**config.mk**
```make
export PLATFORM = sky130hd
export DESIGN_NAME = fetch_queue
export DESIGN_NICKNAME = d
export VERILOG_FILES = /design/src/rtl/fetch_queue_pkg.sv /design/src/rtl/fetch_queue_fetch_fifo.sv /design/src/rtl/fetch_queue.sv
export SDC_FILE = /design/constraint.sdc
export NUM_CORES = 1
export LEC_CHECK = 0
export BUFFER_PORTS_ARGS = -buffer_cell sky130_fd_sc_hd__buf_4
export CAP_MARGIN = 20
export CORE_UTILIZATION = 58
export CTS_CLUSTER_SIZE = 28
export DETAILED_ROUTE_END_ITERATION = 7
export PLACE_DENSITY = 0.85
export SETUP_SLACK_MARGIN = 0.15
export SYNTH_ARGS = -nofsm -noshare
export SYNTH_HDL_FRONTEND = slang
export SYNTH_HIERARCHICAL = 1
export SYNTH_SLANG_ARGS = --single-unit
```
**constraint.sdc**
```tcl
create_clock -name clk -period 2.95 [get_ports clk]
set_input_delay 0.59 -clock clk [delete_from_list [all_inputs] [get_ports clk]]
set_output_delay 0.59 -clock clk [all_outputs]
set_load 0.01 [all_outputs]
```
**src/rtl/fetch_queue_pkg.sv**
```systemverilog
// Shared constants for the fetch queue: default geometry, reset PC and the NOP bubble word.
package fetch_queue_pkg;

    localparam int unsigned DEPTH_DEFAULT   = 4;
    localparam int unsigned PC_W_DEFAULT    = 16;
    localparam int unsigned INSTR_W_DEFAULT = 16;

    localparam logic [15:0] NOP_INSTR        = 16'h0000;
    localparam logic [15:0] RESET_PC_DEFAULT = 16'h0000;

    // Width of an occupancy counter able to hold 0..depth inclusive.
    function automatic int unsigned level_width(input int unsigned depth);
        return $clog2(depth) + 1;
    endfunction

endpackage

```
**src/rtl/fetch_queue_fetch_fifo.sv**
```systemverilog
// Small PC+instruction FIFO with flush; head outputs read as zero/NOP when empty.
module fetch_fifo
    import fetch_queue_pkg::*;
#(
    parameter int unsigned DEPTH   = DEPTH_DEFAULT,
    parameter int unsigned PC_W    = PC_W_DEFAULT,
    parameter int unsigned INSTR_W = INSTR_W_DEFAULT
) (
    input  logic                       clk,
    input  logic                       rst,
    input  logic                       flush,
    input  logic                       push,
    input  logic [PC_W-1:0]            push_pc,
    input  logic [INSTR_W-1:0]         push_instr,
    input  logic                       pop,
    output logic                       head_valid,
    output logic [PC_W-1:0]            head_pc,
    output logic [INSTR_W-1:0]         head_instr,
    output logic [$clog2(DEPTH):0]     level
);

    localparam int unsigned PTR_W   = $clog2(DEPTH);
    localparam int unsigned ENTRY_W = PC_W + INSTR_W;

    logic [ENTRY_W-1:0] mem [DEPTH];
    logic [PTR_W-1:0]   wr_ptr;
    logic [PTR_W-1:0]   rd_ptr;
    logic [PTR_W:0]     count;
    logic               do_push;
    logic               do_pop;

    assign head_valid = (count != '0);
    assign do_push    = push && !flush;
    assign do_pop     = pop && head_valid && !flush;
    assign level      = count;

    always_ff @(posedge clk or negedge rst) begin
        if (!rst) begin
            wr_ptr <= '0;
            rd_ptr <= '0;
            count  <= '0;
        end else if (flush) begin
            wr_ptr <= '0;
            rd_ptr <= '0;
            count  <= '0;
        end else begin
            if (do_push) wr_ptr <= wr_ptr + 1'b1;
            if (do_pop)  rd_ptr <= rd_ptr + 1'b1;
            case ({do_push, do_pop})
                2'b10:   count <= count + 1'b1;
                2'b01:   count <= count - 1'b1;
                default: count <= count;
            endcase
        end
    end

    // Storage needs no reset: every read is qualified by head_valid.
    always_ff @(posedge clk) begin
        if (do_push) mem[wr_ptr] <= {push_pc, push_instr};
    end

    always_comb begin
        head_pc    = '0;
        head_instr = INSTR_W'(NOP_INSTR);
        if (head_valid) {head_pc, head_instr} = mem[rd_ptr];
    end

endmodule

```
**src/rtl/fetch_queue.sv**
```systemverilog
// Prefetch stage: owns the fetch PC, issues sequential IM reads and buffers returned words for
// decode; redirects flush the buffer and squash the in-flight read via an epoch bit.
module fetch_queue
    import fetch_queue_pkg::*;
#(
    parameter int unsigned     DEPTH    = DEPTH_DEFAULT,
    parameter int unsigned     PC_W     = PC_W_DEFAULT,
    parameter int unsigned     INSTR_W  = INSTR_W_DEFAULT,
    parameter logic [PC_W-1:0] RESET_PC = PC_W'(RESET_PC_DEFAULT)
) (
    input  logic                   clk,
    input  logic                   rst,
    input  logic                   redirect_valid,
    input  logic [PC_W-1:0]        redirect_pc,
    output logic                   im_rd_en,
    output logic [PC_W-1:0]        im_addr,
    input  logic [INSTR_W-1:0]     im_data,
    output logic                   id_valid,
    input  logic                   id_ready,
    output logic [INSTR_W-1:0]     id_instr,
    output logic [PC_W-1:0]        id_pc,
    output logic [$clog2(DEPTH):0] level
);

    localparam int unsigned        LVL_W   = level_width(DEPTH);
    localparam logic [LVL_W-1:0]   DEPTH_L = LVL_W'(DEPTH);

    logic [PC_W-1:0]  fetch_pc;
    logic [PC_W-1:0]  pend_pc;
    logic             inflight;
    logic             epoch;
    logic             pend_epoch;
    logic [LVL_W-1:0] fifo_level;
    logic [LVL_W-1:0] occupancy;
    logic             issue;
    logic             capture;
    logic             pop;

    // Counting the in-flight read against capacity guarantees every return has a free slot.
    assign occupancy = fifo_level + LVL_W'(inflight);
    assign issue     = rst && !redirect_valid && (occupancy < DEPTH_L);
    assign capture   = inflight && (pend_epoch == epoch) && !redirect_valid;
    assign pop       = id_valid && id_ready && !redirect_valid;

    assign im_rd_en  = issue;
    assign im_addr   = fetch_pc;
    assign level     = fifo_level;

    always_ff @(posedge clk or negedge rst) begin
        if (!rst) begin
            fetch_pc   <= RESET_PC;
            pend_pc    <= '0;
            inflight   <= 1'b0;
            epoch      <= 1'b0;
            pend_epoch <= 1'b0;
        end else begin
            inflight <= issue;
            if (redirect_valid) begin
                fetch_pc <= redirect_pc;
                epoch    <= ~epoch;
            end else if (issue) begin
                fetch_pc   <= fetch_pc + 1'b1;
                pend_pc    <= fetch_pc;
                pend_epoch <= epoch;
            end
        end
    end

    fetch_fifo #(
        .DEPTH   (DEPTH),
        .PC_W    (PC_W),
        .INSTR_W (INSTR_W)
    ) u_fifo (
        .clk        (clk),
        .rst        (rst),
        .flush      (redirect_valid),
        .push       (capture),
        .push_pc    (pend_pc),
        .push_instr (im_data),
        .pop        (pop),
        .head_valid (id_valid),
        .head_pc    (id_pc),
        .head_instr (id_instr),
        .level      (fifo_level)
    );

endmodule

```
* Yosys cells after proc, flatten, opt, wreduce, memory -nomap -nowiden
Memory sizes are Yosys's and may differ from the RTL's. Index checks and enable logic that the tools add are counted.
Word-level totals: register bits after elaboration 42, bits in latches 0, RAM bits 128, memory bits (read-only) 0, input bits 36, output and inout bits 53, word-level logic and storage cells 49, memories 1
Operators by class: add/subtract/negate cells 6, multipliers 0, div/mod/pow operators 0, $lt $le $gt $ge 1, equal/unequal tests 3, shifts and indexed selects 0, multiplexer cells 12, bitwise operators 2, reduce and logical (&&, ||, !) cells 16
Memories:
- u_fifo.mem | depth 4, bits a word 32, read ports 1, clocked after memory_dff 0, write ports 1, line fetch_queue_fetch_fifo.sv:25 | logic [ENTRY_W-1:0] mem [DEPTH];
Operators with widths (count):
- 16-bit two-way mux | 4
- 16-bit by 1-bit adder with 16-bit output, second input constant | 1
- 1-bit logical AND | 9
- 2-bit two-way mux | 4
- 3-bit case mux with 2 select lines | 1
- 2-bit nonzero test | 3
- 3-bit nonzero test | 2
- 2-bit by 1-bit adder with 2-bit output, second input constant | 2
- 3-bit by 1-bit adder with 3-bit output | 1
- 3-bit by 1-bit adder with 3-bit output, second input constant | 1
- 3-bit less-than comparator, second input constant | 1
- 3-bit two-way mux | 1
- 3-bit by 1-bit subtractor with 3-bit output, second input constant | 1
- 2-bit by 1-bit == test with 1-bit output, second input constant | 1
- 2-bit == test, second input constant | 1
- 1-bit two-way mux | 2
- 1-bit NOT | 2
- 2-bit AND reduction | 1
- 1-bit == test | 1
- 1-bit logical NOT | 1

* Logic depth before layout (Yosys ltp)
Gate-level depths: netlist (run 1).
depth in word-level cells 8, depth in mapped cells 11, gate-level depth less buffers 9

* Modules after synthesis
The synthesis (run 1) kept the hierarchy.
By module, submodules not included:
- fetch_fifo | instances 1, cells each 253, area an instance 5333.9 µm²
- fetch_queue | instances 1, cells each 157, area an instance 1729.2 µm²

* Worst setup path before layout (run 1)
No wires, ideal clock.
path kind input to register, start point in redirect_valid, end point mem u_fifo/mem[0][0] in the netlist's numbering (enable), arrival 2.797 ns, required time 2.558 ns, slack -0.239 ns, stages on the path 8, path through buf_2 inv_1 clkbuf_1 clkbuf_1 and3_1 buf_2 nor2b_1 and2_1
On the way: cells in the longest elaborated chain, start to end 5
RTL lines:
- from (decl) | line fetch_queue.sv:13 | input logic redirect_valid,
- 1-bit logical NOT | line fetch_queue.sv:42 | assign capture = inflight && (pend_epoch == epoch) && !redirect_valid;
- 1-bit logical AND | line fetch_queue.sv:42
- named net capture | line fetch_queue.sv:36 | logic capture;
- 1-bit logical AND | line fetch_queue_fetch_fifo.sv:33 | assign do_push = push && !flush;
- 1-bit two-way mux | line fetch_queue_fetch_fifo.sv:59 | if (do_push) mem[wr_ptr] <= {push_pc, push_instr};
- 1-bit two-way mux (implied by the code) | line fetch_queue_fetch_fifo.sv:59
- to (decl) | line fetch_queue_fetch_fifo.sv:25
The timed path passes the listed nets, and every way through them passes these cells.

* Worst setup path after layout (run 1)
start point reg u_fifo.rd_ptr[0], end point out id_instr[1]
On the way: cells in the longest elaborated chain, start to end 2
RTL lines:
- from (decl) | line fetch_queue_fetch_fifo.sv:27 | logic [PTR_W-1:0] rd_ptr;
- from (signal assigned) | line fetch_queue_fetch_fifo.sv:48 | if (do_pop) rd_ptr <= rd_ptr + 1'b1;
- memory 4 x 32 bit
- 16-bit two-way mux | line fetch_queue_fetch_fifo.sv:65 | if (head_valid) {head_pc, head_instr} = mem[rd_ptr];
- to (decl) | line fetch_queue.sv:20 | output logic [INSTR_W-1:0] id_instr,
No other way between the ends.

==> metrics.md, run 1 <==
| Metric | Value |
|---|---|
| Maximum vdd drop | `0.000466 V` |
| Worst slack, placed | `0.369 ns` |
| R2R Setup Slk | `0.37 ns` |
| Commonest cells after routing, fill and taps aside | `edfxtp_1, buf_4, dfrtp_1` |
| Leakage power | `3.13 nW` |
| Setup violators final | `0` |
| Post-DRT Antenna Nets | `0` |
| Clk Latency, worst-skew pair | `0.42 ns` |
| IO Port Bufs | `88` |
| Placer Congestion | `0.830` |
| CP arrival | `2.06 ns` |
| Post-synthesis cell area | `7060 um^2` |
| Tmin final | `2.65 ns` |
| Post-synthesis cell count | `410` |
| FP Rows | `39` |
| Die area | `12,600 um^2` |
| Die height | `112 um` |
| Worst hold margin | `0.367 ns` |
| P_sw | `1.25 mW` |
| Largest net degree at the start of global routing | `35` |
| Final #Nets | `552` |
| Failing checks | `design-rule violations` |
| CTS Root Cell | `clkbuf_16` |
| Antenna diodes | `0` |
| M1 GR Usage | `30.1%` |
| PD cells | `645 nW/um^2` |
| RSZ-0062 raised after global routing | `false` |
| First-pass GRT wire length | `21,400 um` |
| Die Width | `112 um` |
| Ys async rst share | `24.7%` |
| Crit Path Category | `flip-flop to output pin` |
| Vias | `4,015` |
| Clock Power Share | `41.0%` |
| Number of global-route vias before repair | `4,033` |
| Synth Register Bits | `170` |
| Via-per-instance ratio | `6.03` |
| Fin crit share | `90.0%` |
| Avg WL per Cell | `20.0 um` |
| TritonCTS clock tree | `built` |
| Yosys cell types | `53` |
| Utilization after layout | `73.6%` |
| Layout cells sized above 1 | `36.1%` |
| Cts bufs inserted | `17` |
| Top_reg_cell synth | `edfxtp_1` |
| Met3 Use GR | `5.35%` |
| Post-route DRC | `8` |
| Final WS setup | `0.296 ns` |
| P_int | `4.29 mW` |
| Slew headroom | `68.4%` |
| Top-Level Pins | `89` |
| H-tree Lvls | `4` |
| Max FO, Critical Path | `12` |
| Setup repair bufs after CTS | `0` |
| Pin slew with the least headroom to its limit | `0.472 ns` |
| GRT Max-Usage Layer | `met2` |
| Final std cell area, no fill | `8590 um^2` |
| Initial DRC count | `229` |
| CP Capture Type | `output pin` |
| GR Overflow Total | `0` |
| Final Slew Violations | `0` |
| Worst Skew | `0.00595 ns` |
| Comb power frac | `7.5%` |
| EDFF count, synth | `128` |
| Achievable Freq | `0.377 GHz` |
| Mean area per synthesized cell | `17.2 um^2` |
| Sequential share of the synthesized area | `69.3%` |
| Gr usage total | `23.2%` |
| P&R area growth vs syn | `21.6%` |
| Post-synth top area cell | `edfxtp_1` |
| Post-synth top area share | `54.4%` |
| Max-cap violations | `0` |
| Flop pwr share | `51.6%` |
| CTS Sinks | `170` |
| Fin. Hold Viols | `0` |
| CTS clk-pin slew, worst paths | `0.06 ns` |
| Final WL | `13,300 um` |
| Syn_nets | `452` |
| Most common cell after layout, fill and taps aside | `edfxtp_1` |
| Switching share of total power | `22.5%` |
| Initial antenna violation count | `0` |
| Outcome | `complete, but fails checks` |
| Crit start category | `flip-flop` |
| Initial Util | `60.6%` |
| DR pass1 iterations | `7` |
| DP Area | `7960 um^2` |
| Met2 Use GR | `38.6%` |
| Ys Warns | `6` |
| Critical Path RT | `2.36 ns` |
| Dpl hpwl | `8320 um` |
| Min-Delay Path Class | `input port to flip-flop` |
| Setup TNS | `0 ns` |
| Clock tree buffer depth | `2` |
| Top cells by area, synth | `edfxtp_1, dfrtp_1, mux4_2` |
| Core Region | `11,700 um^2` |
power by group through the flow:
stage	Combinational (mW)	Clock [mW]	Sequential, mW
after floorplan	0.215	0	2.87
after global placement	0.394	0	2.88
after detailed placement	0.412	0	2.90
after CTS	0.418	2.31	2.85
after global routing	0.452	2.40	2.87
final	0.413	2.27	2.85
sequential cells by signal (all words and copies together), names as in the netlist:
register	flops
pend_pc	16
inflight	1
pend_epoch	1
u_fifo/level	3
im_addr	16
u_fifo/mem	128
u_fifo/rd_ptr	2
u_fifo/wr_ptr	2
epoch	1
layer usage:
layer,routed length [um],up-vias
li1,-,1807
met5,0,-
met1,5660,2025
met3,693,22
met4,231,0
met2,6750,161
logic make-up after synthesis:
logic type / Yosys count / synth area share, %
AO/OA/AOI/OAI: 37 / 3.99
XOR/XNOR: 9 / 1.12
adder cells (fa/ha/maj): 6 / 1.17
buffers and inverters: 32 / 2.29
flip-flops: 170 / 69.3
multiplexers: 51 / 13.2
AND/OR/NAND/NOR: 105 / 8.91
critical path, stage by stage (launching register included):
cell	delay (ns)
dfrtp_4	0.56
buf_6	0.24
mux4_2	0.51
nor2b_1	0.16
buf_4	0.17
area by class of cell:
| cell class | instances | area [um^2] |
|---|---|---|
| multi-input combinational | 208 | 2020 |
| sequential | 170 | 4900 |
| tap | 143 | 179 |
| fill | 712 | 3080 |
| inverter | 11 | 41.3 |
| clock buffer | 18 | 429 |
| clock inverter | 14 | 183 |
| timing repair buffer | 102 | 835 |
synth_stat cells (7+ instances only):
| cell type | number |
|---|---|
| edfxtp_1 | 128 |
| dfrtp_1 | 42 |
| nor2b_1 | 33 |
| mux4_2 | 32 |
| nand2_1 | 17 |
| mux2_2 | 12 |
| inv_1 | 11 |
| nor2_1 | 10 |
| buf_2 | 9 |
| nand3_1 | 8 |
| clkbuf_1 | 7 |
| or4_1 | 7 |
stage by stage:
| stage | total power [mW] | instances |
|---|---|---|
| 6_report | 5.54 | 666 |
| 5_1_grt | 5.72 | 666 |
| 4_1_cts | 5.58 | 666 |
| 3_5_place_dp | 3.31 | 633 |
| 3_3_place_gp | 3.28 | 633 |
| 2_1_floorplan | 3.08 | 410 |
timing repair:
item	CTS	global route
gates resized for setup	1	1
endpoints found under the setup margin	12	12
endpoints found under the hold margin	9	0
pin swaps	0	0
hold buffers	1	0
final timing paths:
| check | end | from | cells after the start |
|---|---|---|---|
| worst min register to register | u_fifo/mem[1][25] | pend_pc[9] | 0 |
| min in group asynchronous | u_fifo/level[0] | rst | 2 |
| worst max-delay path | id_instr[1] | u_fifo/rd_ptr[0] | 4 |
| max in group asynchronous | u_fifo/rd_ptr[0] | rst | 3 |
| worst max register to register | u_fifo/level[1] | u_fifo/level[2] | 9 |
| worst min-delay path | u_fifo/mem[3][5] | im_data[5] | 1 |
(Power assumes the default switching activity.)
==> run 2: changes to the inputs <==
Settings changed: CORE_UTILIZATION 58 to 45, PLACE_DENSITY 0.85 to 0.7, SLEW_MARGIN set to 20.
==> run 2 against run 1 <==
  * The run now ends clean
  * Count of clock-buffer cells in the layout unchanged
  * Clock power fell by 11%
  * Sequential cell count unchanged
  * Total power shrank 4.7%
  * Non-clock buffer count grew 1
  * Worst setup slack better by 0.015 ns
  * First-iteration DRC count rose by 11%
  * Global-route usage down 6.0 points
==> metrics.md, run 2 (synthesized netlist as in run 1, its figures left out) <==
| Metric | Value |
|---|---|
| Outcome | `completed (was complete, but fails checks)` |
| Clock tree buffer depth | `2 (unchanged)` |
| Largest net degree at the start of global routing | `36 (was 35)` |
| CTS clk-pin slew, worst paths | `0.06 ns (about the same)` |
| Largest Register | `u_fifo/mem (unchanged)` |
| Most common cell after layout, fill and taps aside | `edfxtp_1 (unchanged)` |
| First-pass GRT wire length | `20,600 um (was 21,400 um)` |
| Via-per-instance ratio | `5.34 (was 6.03)` |
| Fin. Hold Viols | `0 (unchanged)` |
| Max-cap violations | `0 (unchanged)` |
| Post-DRT Antenna Nets | `0 (unchanged)` |
| Clk Latency, worst-skew pair | `0.42 ns (about the same)` |
| Crit Path Category | `flip-flop to output pin (unchanged)` |
| DR pass1 iterations | `4 (was 7)` |
| GR Overflow Total | `0 (unchanged)` |
| Die Width | `127 um (was 112 um)` |
| Fin crit share | `89.5% (was 90.0%)` |
| TritonCTS clock tree | `built (unchanged)` |
| Worst Skew | `0.00586 ns (was 0.00595 ns)` |
| Initial DRC count | `254 (was 229)` |
| Die height | `127 um (was 112 um)` |
| Number of global-route vias before repair | `3,885 (was 4,033)` |
| Achievable Freq | `0.379 GHz (was 0.377 GHz)` |
| FP Rows | `45 (was 39)` |
| Crit start category | `flip-flop (unchanged)` |
| Pin slew with the least headroom to its limit | `0.520 ns (was 0.472 ns)` |
| Avg WL per Cell | `17.8 um (was 20.0 um)` |
| Maximum vdd drop | `0.000455 V (was 0.000466 V)` |
| PD cells | `614 nW/um^2 (was 645 nW/um^2)` |
| Vias | `3,925 (was 4,015)` |
| Final #Nets | `553 (was 552)` |
| Layout cells sized above 1 | `35.7% (was 36.1%)` |
| Placer Congestion | `0.856 (was 0.830)` |
| Max FO, Critical Path | `20 (was 12)` |
| Commonest cells after routing, fill and taps aside | `edfxtp_1, buf_4, dfrtp_1 (unchanged)` |
| Slew headroom | `65.1% (was 68.4%)` |
| CTS Root Cell | `clkbuf_16 (unchanged)` |
| P&R area growth vs syn | `21.6% (about the same)` |
| CTS Sinks | `170 (unchanged)` |
| Top-Level Pins | `89 (unchanged)` |
| Tmin final | `2.64 ns (was 2.65 ns)` |
| Worst hold margin | `0.370 ns (was 0.367 ns)` |
| IO Port Bufs | `88 (unchanged)` |
| Dpl hpwl | `8310 um (was 8320 um)` |
| Final WL | `13,100 um (was 13,300 um)` |
| Leakage power | `3.09 nW (was 3.13 nW)` |
| Min-Delay Path Class | `input port to flip-flop (unchanged)` |
| Cts bufs inserted | `17 (unchanged)` |
| Largest register FFs | `128 (unchanged)` |
| CP cell instances | `buf_4 -> mux4_2 -> nor2b_1 -> buf_4 (was buf_6 -> mux4_2 -> nor2b_1 -> buf_4)` |
| Die area | `16,200 um^2 (was 12,600 um^2)` |
| DP Area | `8030 um^2 (was 7960 um^2)` |
| Final Slew Violations | `0 (unchanged)` |
| H-tree Lvls | `4 (unchanged)` |
| Critical Path RT | `2.36 ns (about the same)` |
| CP Capture Type | `output pin (unchanged)` |
| Setup violators final | `0 (unchanged)` |
| Post-route DRC | `0 (was 8)` |
| Initial antenna violation count | `0 (unchanged)` |
| CP arrival | `2.05 ns (was 2.06 ns)` |
| Tot Pwr | `5.28 mW (was 5.54 mW)` |
| Core Region | `15,300 um^2 (was 11,700 um^2)` |
| Final std cell area, no fill | `8590 um^2 (about the same)` |
| Slowest CP cell | `mux4_2 (was dfrtp_4)` |
| # fillers | `1,189 (was 712)` |
| Gr usage total | `17.2% (was 23.2%)` |
| Setup TNS | `0 ns (unchanged)` |
| Critical path's largest stage delay | `0.56 ns (about the same)` |
| Antenna diodes | `0 (unchanged)` |
| Initial Util | `46.3% (was 60.6%)` |
| CP dominant cell by count | `buf_4` |
| RSZ-0062 raised after global routing | `false (unchanged)` |
[run 2: critical path, delay by kind of cell, from the launching register on]
family	cells	cell delay [ns]
flip-flops	1	0.36
buffers and inverters	2	0.53
AND/OR/NAND/NOR	1	0.16
multiplexers	1	0.56
[run 2: stage by stage]
step	cells	util [%]	worst slack [ns]
after detailed placement	701	52.6	0.423
final	735	56.3	0.310
after global routing	735	56.3	0.181
after floorplan	410	-	0.172
after global placement	701	52.6	0.584
after CTS	734	56.2	0.239
[run 2: layer usage]
metal  up-vias  part of all wire (%)  GRT usage (%)
met1      1976                    45           22.9
met3        13                   5.0           5.07
met5         -                     0              0
met2       132                    49           27.4
met4         0                   1.0           5.32
li1       1804                     -              -
[run 2: cell type report]
class                   instances  area (um^2)  share of cell area [%]
clock buffers                  18          429                    5.00
clock inverters                14          108                    1.25
inverters                      11         41.3                   0.481
multi-input cells             208         2020                    23.6
flip-flops and latches        170         4900                    57.0
well taps                     211          264                    3.07
repair buffers                103          826                    9.62
[run 2: final timing paths]
kind / startpoint / endpoint / slack (ns) / depth (start not counted)
worst max-delay path: u_fifo/rd_ptr[0] / id_pc[7] / 0.31 / 4
worst min-delay path: im_data[4] / u_fifo/mem[1][4] / 0.37 / 1
worst max register to register: u_fifo/level[2] / u_fifo/level[2] / 0.47 / 9
worst min register to register: epoch / epoch / 0.52 / 1
max in group asynchronous: rst / pend_pc[5] / 1.76 / 3
min in group asynchronous: rst / u_fifo/level[0] / 0.54 / 2
[run 2: repair_timing]
item,in CTS,in global routing
gates resized for setup,0,0
buffers inserted,0,1
endpoints found under the setup margin,0,1
hold endpoints to repair,8,0
hold buffers,1,0
[run 2: where the power goes]
| part | switching, mW | internal [mW] | total (mW) | leakage [nW] |
|---|---|---|---|---|
| combinational | 0.196 | 0.212 | 0.407 | 1.17 |
| clock | 0.872 | 1.14 | 2.02 | 0.250 |
| sequential | 0.124 | 2.73 | 2.85 | 1.67 |
